## src/rtl/pipeline_control_unit.sv

```systemverilog
// Stall/flush sequencer for the 5-stage pipeline: owns PC and pipeline-register enables, bubbles and flushes.
// Optional performance counters are built only when PIPELINE_PERF_COUNTERS_EN is defined.
module pipeline_control_unit #(
    parameter int STALL_CYCLES = 1,
    parameter int CNT_W        = 16
) (
    input  logic             i_clk,
    input  logic             i_rst_n,
    input  logic [1:0]       i_hazard_nop,
    input  logic             i_branch_taken_execute,
    input  logic             i_mem_busy,
    output logic             o_pc_enable,
    output logic             o_fetch_decode_enable,
    output logic             o_fetch_decode_flush,
    output logic             o_decode_execute_flush,
    output logic             o_execute_memory_enable,
    output logic             o_memory_writeback_bubble,
    output logic [1:0]       o_ctrl_state,
    output logic [CNT_W-1:0] o_stall_count,
    output logic [CNT_W-1:0] o_flush_count
);

    localparam logic [1:0] ST_RUN      = 2'd0;
    localparam logic [1:0] ST_STALL    = 2'd1;
    localparam logic [1:0] ST_MEM_WAIT = 2'd2;
    localparam logic [2:0] STALL_RELOAD = 3'(STALL_CYCLES - 1);

    logic [1:0] r_state;
    logic [2:0] r_remaining;
    logic       r_resume_stall;

    logic [1:0] w_state_next;
    logic [2:0] w_remaining_next;
    logic       w_resume_next;
    logic [1:0] w_eval_state;

    always_comb begin
        w_state_next              = r_state;
        w_remaining_next          = r_remaining;
        w_resume_next             = r_resume_stall;
        o_pc_enable               = 1'b1;
        o_fetch_decode_enable     = 1'b1;
        o_fetch_decode_flush      = 1'b0;
        o_decode_execute_flush    = 1'b0;
        o_execute_memory_enable   = 1'b1;
        o_memory_writeback_bubble = 1'b0;

        // The cycle mem_busy drops is evaluated as the state we were frozen out of.
        w_eval_state = r_state;
        if (r_state == ST_MEM_WAIT && !i_mem_busy) begin
            w_eval_state = r_resume_stall ? ST_STALL : ST_RUN;
        end

        if (i_mem_busy) begin
            o_pc_enable               = 1'b0;
            o_fetch_decode_enable     = 1'b0;
            o_execute_memory_enable   = 1'b0;
            o_memory_writeback_bubble = 1'b1;
            w_state_next              = ST_MEM_WAIT;
            if (r_state == ST_RUN) begin
                w_resume_next = 1'b0;
            end else if (r_state == ST_STALL) begin
                w_resume_next = 1'b1;
            end
        end else if (i_branch_taken_execute) begin
            o_fetch_decode_flush   = 1'b1;
            o_decode_execute_flush = 1'b1;
            w_state_next           = ST_RUN;
            w_remaining_next       = 3'd0;
            w_resume_next          = 1'b0;
        end else if (w_eval_state == ST_STALL) begin
            o_pc_enable            = 1'b0;
            o_fetch_decode_enable  = 1'b0;
            o_decode_execute_flush = 1'b1;
            w_resume_next          = 1'b0;
            if (r_remaining <= 3'd1) begin
                w_state_next     = ST_RUN;
                w_remaining_next = 3'd0;
            end else begin
                w_state_next     = ST_STALL;
                w_remaining_next = r_remaining - 3'd1;
            end
        end else if (i_hazard_nop != 2'b00) begin
            o_pc_enable            = 1'b0;
            o_fetch_decode_enable  = 1'b0;
            o_decode_execute_flush = 1'b1;
            w_resume_next          = 1'b0;
            if (STALL_CYCLES > 1) begin
                w_state_next     = ST_STALL;
                w_remaining_next = STALL_RELOAD;
            end else begin
                w_state_next = ST_RUN;
            end
        end else begin
            w_state_next  = ST_RUN;
            w_resume_next = 1'b0;
        end

        // Reset forces the whole pipeline into a safe, fully-bubbled hold.
        if (!i_rst_n) begin
            o_pc_enable               = 1'b0;
            o_fetch_decode_enable     = 1'b0;
            o_fetch_decode_flush      = 1'b1;
            o_decode_execute_flush    = 1'b1;
            o_execute_memory_enable   = 1'b0;
            o_memory_writeback_bubble = 1'b1;
        end
    end

    always_ff @(posedge i_clk or negedge i_rst_n) begin
        if (!i_rst_n) begin
            r_state        <= ST_RUN;
            r_remaining    <= 3'd0;
            r_resume_stall <= 1'b0;
        end else begin
            r_state        <= w_state_next;
            r_remaining    <= w_remaining_next;
            r_resume_stall <= w_resume_next;
        end
    end

    assign o_ctrl_state = r_state;

`ifdef PIPELINE_PERF_COUNTERS_EN
    logic [CNT_W-1:0] r_stall_count;
    logic [CNT_W-1:0] r_flush_count;
    logic             w_branch_set;

    // Only the branch set drives the PC forward while flushing IF/ID.
    assign w_branch_set = o_pc_enable & o_fetch_decode_flush;

    always_ff @(posedge i_clk or negedge i_rst_n) begin
        if (!i_rst_n) begin
            r_stall_count <= '0;
            r_flush_count <= '0;
        end else begin
            if (!o_pc_enable && r_stall_count != '1) begin
                r_stall_count <= r_stall_count + CNT_W'(1);
            end
            if (w_branch_set && r_flush_count != '1) begin
                r_flush_count <= r_flush_count + CNT_W'(1);
            end
        end
    end

    assign o_stall_count = r_stall_count;
    assign o_flush_count = r_flush_count;
`else
    assign o_stall_count = '0;
    assign o_flush_count = '0;
`endif

endmodule

```

## config.mk

```make
export PLATFORM = sky130hd
export DESIGN_NAME = pipeline_control_unit
export DESIGN_NICKNAME = d
export VERILOG_FILES = /design/src/rtl/pipeline_control_unit.sv
export SDC_FILE = /design/constraint.sdc
export NUM_CORES = 1
export LEC_CHECK = 0
export CAP_MARGIN = 20
export CORE_MARGIN = 2
export CORE_UTILIZATION = 30
export DETAILED_ROUTE_END_ITERATION = 10
export HOLD_SLACK_MARGIN = 0.08
export PLACE_DENSITY = 0.75
export SLEW_MARGIN = 30
export SYNTH_ARGS = -nofsm -noshare
export SYNTH_HDL_FRONTEND = slang
export SYNTH_SLANG_ARGS = --single-unit
```

## constraint.sdc

```tcl
create_clock -name i_clk -period 1.58 [get_ports i_clk]
set_input_delay 0.474 -clock i_clk [delete_from_list [all_inputs] [get_ports i_clk]]
set_output_delay 0.474 -clock i_clk [all_outputs]
set_load 0.05 [all_outputs]
```

==> results.json <==
{
  "status": "finished with violations",
  "violations": "negative setup slack",
  "rsz0062_at_grt": "true",
  "swShare_pct": 47.38,
  "endpoint": "o_fetch_decode_enable",
  "dr_total_vias": 499,
  "seq_power_share_pct": 23.8,
  "grt_max_degree": 7,
  "p_switching_mw": 0.3502,
  "setup_viol": 5,
  "timing.fmax_mhz": 492.7,
  "fp-row-count": 16,
  "drt_iter0_markers": 5,
  "worst-path-buf-inv": 2,
  "yosysSeqAreaShare_pct": 24.05,
  "r2r_end": "r_remaining[0]",
  "cts-hold-fix-buffers": 0,
  "critPathKind": "primary input to output port",
  "ys_async_sr_fraction_pct": 100.0,
  "final_layout_size_suffix_gt1_share_pct": 47.17,
  "io_buffers": 13,
  "synth_area_leader_cell": "buf_4",
  "fin_skew_ns": 0.002990,
  "syn_area_per_cell_um2": 8.919,
  "clock_latency_ns": 0.25,
  "fin_area_um2": 968.4,
  "grt_usage_pct": 12.28,
  "cts_root_buf": "clkbuf_4",
  "die_area_mm2": 0.002462,
  "clk_path_buf_depth": 2,
  "power_frac_comb_pct": 55.5,
  "coreArea_mm2": 0.001962,
  "synth.area.top_cells": "buf_4, dfrtp_1, ha_1",
  "finalHoldViolations": 0,
  "totalPowerFinal_mw": 0.7391,
  "die_height_um": 49.62,
  "setup_ws_ns": -0.4495,
  "critPathRequiredTime_ns": 1.11,
  "worstSetupEndpointType": "output port",
  "synth_area_um2": 624.3,
  "maxSlewViolCount": 0,
  "critPathTopFamily": "buffers and inverters",
  "cp.depth": 4,
  "routabilityCongestion": 0.7688,
  "path_cells": "clkdlybuf4s50_1 -> a2111oi_4 -> o21a_4 -> buf_12",
  "p_clk_share_pct": 20.7,
  "syn_to_final_growth_pct": 55.11,
  "antenna_found_initial": 0,
  "h-tree-depth": 1,
  "yosys.area.top_type_share_pct": 39.68,
  "startpoint": "i_hazard_nop[0]",
  "synth_ff_type": "dfrtp_1",
  "r2r-start": "o_ctrl_state[0]",
  "fin_nets": 115,
  "n_antenna_cell": 0,
  "fin_tns_setup_ns": -1.311,
  "post-dp-hpwl_um": 1011,
  "grt-ovfl-total": 0,
  "wl_per_cell_um": 9.684,
  "path_max_fanout": 2,
  "synth_edf_count": 0,
  "totalWireLength_um": 1288,
  "cts_buffers": 3,
  "io_pins": 46,
  "grt_pass1_vias": 497,
  "slowest_stage": "clkdlybuf4s50_1",
  "power_density_mw_per_mm2": 763.2,
  "syn_inst": 70,
  "period_share_pct": 128.4,
  "drv_cap": 0,
  "placed_cell_area_um2": 853.3,
  "reg2reg_depth": 5,
  "worstPathArrival_ns": 1.56,
  "ff2ff_setup_slack_ns": 0.13,
  "synth_warnings": 0,
  "peakVddDrop_v": 0.0003952,
  "drc_errors": 0,
  "grt_pass1_wl_um": 2187,
  "p_int_mw": 0.3889,
  "hold_path.class": "primary input to async pin",
  "cts_num_sinks": 6,
  "p_leak_nw": 0.4898,
  "yosysUniqueCellTypes": 21,
  "period_minus_slack_ns": 2.029,
  "vias_per_cell": 3.752,
  "clk_pin_slew_ns": 0.05,
  "yosysMostFrequentCell": "buf_4",
  "critical_path.max_stage_delay_ns": 0.45,
  "initial_core_util_pct": 31.82,
  "cts_tree": "done",
  "dr.pass1.iters": 2,
  "synth_top_cells_by_count": "buf_4, dfrtp_1, inv_1, nand2_1",
  "ys_seq_elements": 6,
  "crit_path_start_kind": "primary input",
  "die_x_um": 49.62,
  "drtAntennaViolNets": 0
}
final cells by class:
class | count | area (um2)
Timing Repair Buffer | 34 | 369.1
Clock buffer | 4 | 26.28
Fill cell | 188 | 993.5
Inverter | 5 | 18.77
Sequential cell | 6 | 152.6
Tap cell | 27 | 33.78
Multi-Input combinational cell | 57 | 367.9
worst min path at each step:
stage	from	end	slack, ns	depth (start not counted)
CTS	i_rst_n	r_remaining[0]	0.16	2
finish	i_rst_n	o_ctrl_state[0]	0.17	2
global route	i_rst_n	r_remaining[0]	0.19	2
detailed placement	r_remaining[1]	r_remaining[1]	0.50	2
floorplan	i_rst_n	o_ctrl_state[0]	0.18	0
global placement	r_remaining[1]	r_remaining[1]	0.48	2
per-stage QoR:
step / util, % / setup WS (ns) / hold slack (ns) / std cells
floorplan: - / -0.4691 / 0.1784 / 101
global placement: 43.49 / -0.6708 / 0.4843 / 120
detailed placement: 43.49 / -0.7530 / 0.5030 / 120
CTS: 47.77 / -0.5294 / 0.1645 / 130
global route: 49.36 / -0.5379 / 0.1889 / 133
finish: 49.36 / -0.4495 / 0.1743 / 133
cells by family after synthesis:
kind of cell,synth area share (%)
AOI/OAI and AO/OA,15.63
adders and majority gates,4.007
and+or+nand+nor,10.62
DFF,24.05
muxes,2.404
other,0.6006
buffers and inverters,42.69
power groups by stage:
| stage | sequential, mW | clock (mW) | combinational [mW] |
|---|---|---|---|
| after global routing | 0.178 | 0.172 | 0.432 |
| after floorplan | 0.186 | 0 | 0.336 |
| after CTS | 0.176 | 0.161 | 0.401 |
| after global placement | 0.177 | 0 | 0.379 |
| after detailed placement | 0.178 | 0 | 0.386 |
| final | 0.176 | 0.153 | 0.410 |
state kept, by name, summed over array words and instances (netlist names):
signal	count
r_remaining	3
o_ctrl_state	2
r_resume_stall	1
metal layers:
| metal | up-vias | track usage (%) | share of wire [%] |
|---|---|---|---|
| met1 | 217 | 11.99 | 33 |
| li1 | 233 | - | - |
| met3 | 6 | 5.455 | 12 |
| met5 | - | 0 | 0 |
| met4 | 0 | 9.259 | 2.8 |
| met2 | 43 | 20.22 | 52 |
cells in the final DEF (no fill, tap or decap), drive strengths merged:
cell type	synthesis	layout
buf	33	31
o21a	1	1
or2b	1	1
dlygate4sd2	0	1
ha	2	2
clkdlybuf4s50	0	1
a21oi	1	1
a2111oi	1	1
nor2	2	2
mux2	1	1
clkdlybuf4s15	0	1
dfrtp	6	6
clkbuf	0	4
and3b	1	1
nand2	5	5
o31ai	3	3
nor3	1	1
nor2b	2	2
inv	5	5
o311ai	1	1
conb	1	32
o21bai	2	2
o21ba	1	1
repair_timing:
item,in CTS,in global routing
pin swaps,6,1
gates resized for setup,18,3
setup endpoints to repair,6,7
buffers inserted,6,3
Power figures use the tool's default switching activity.
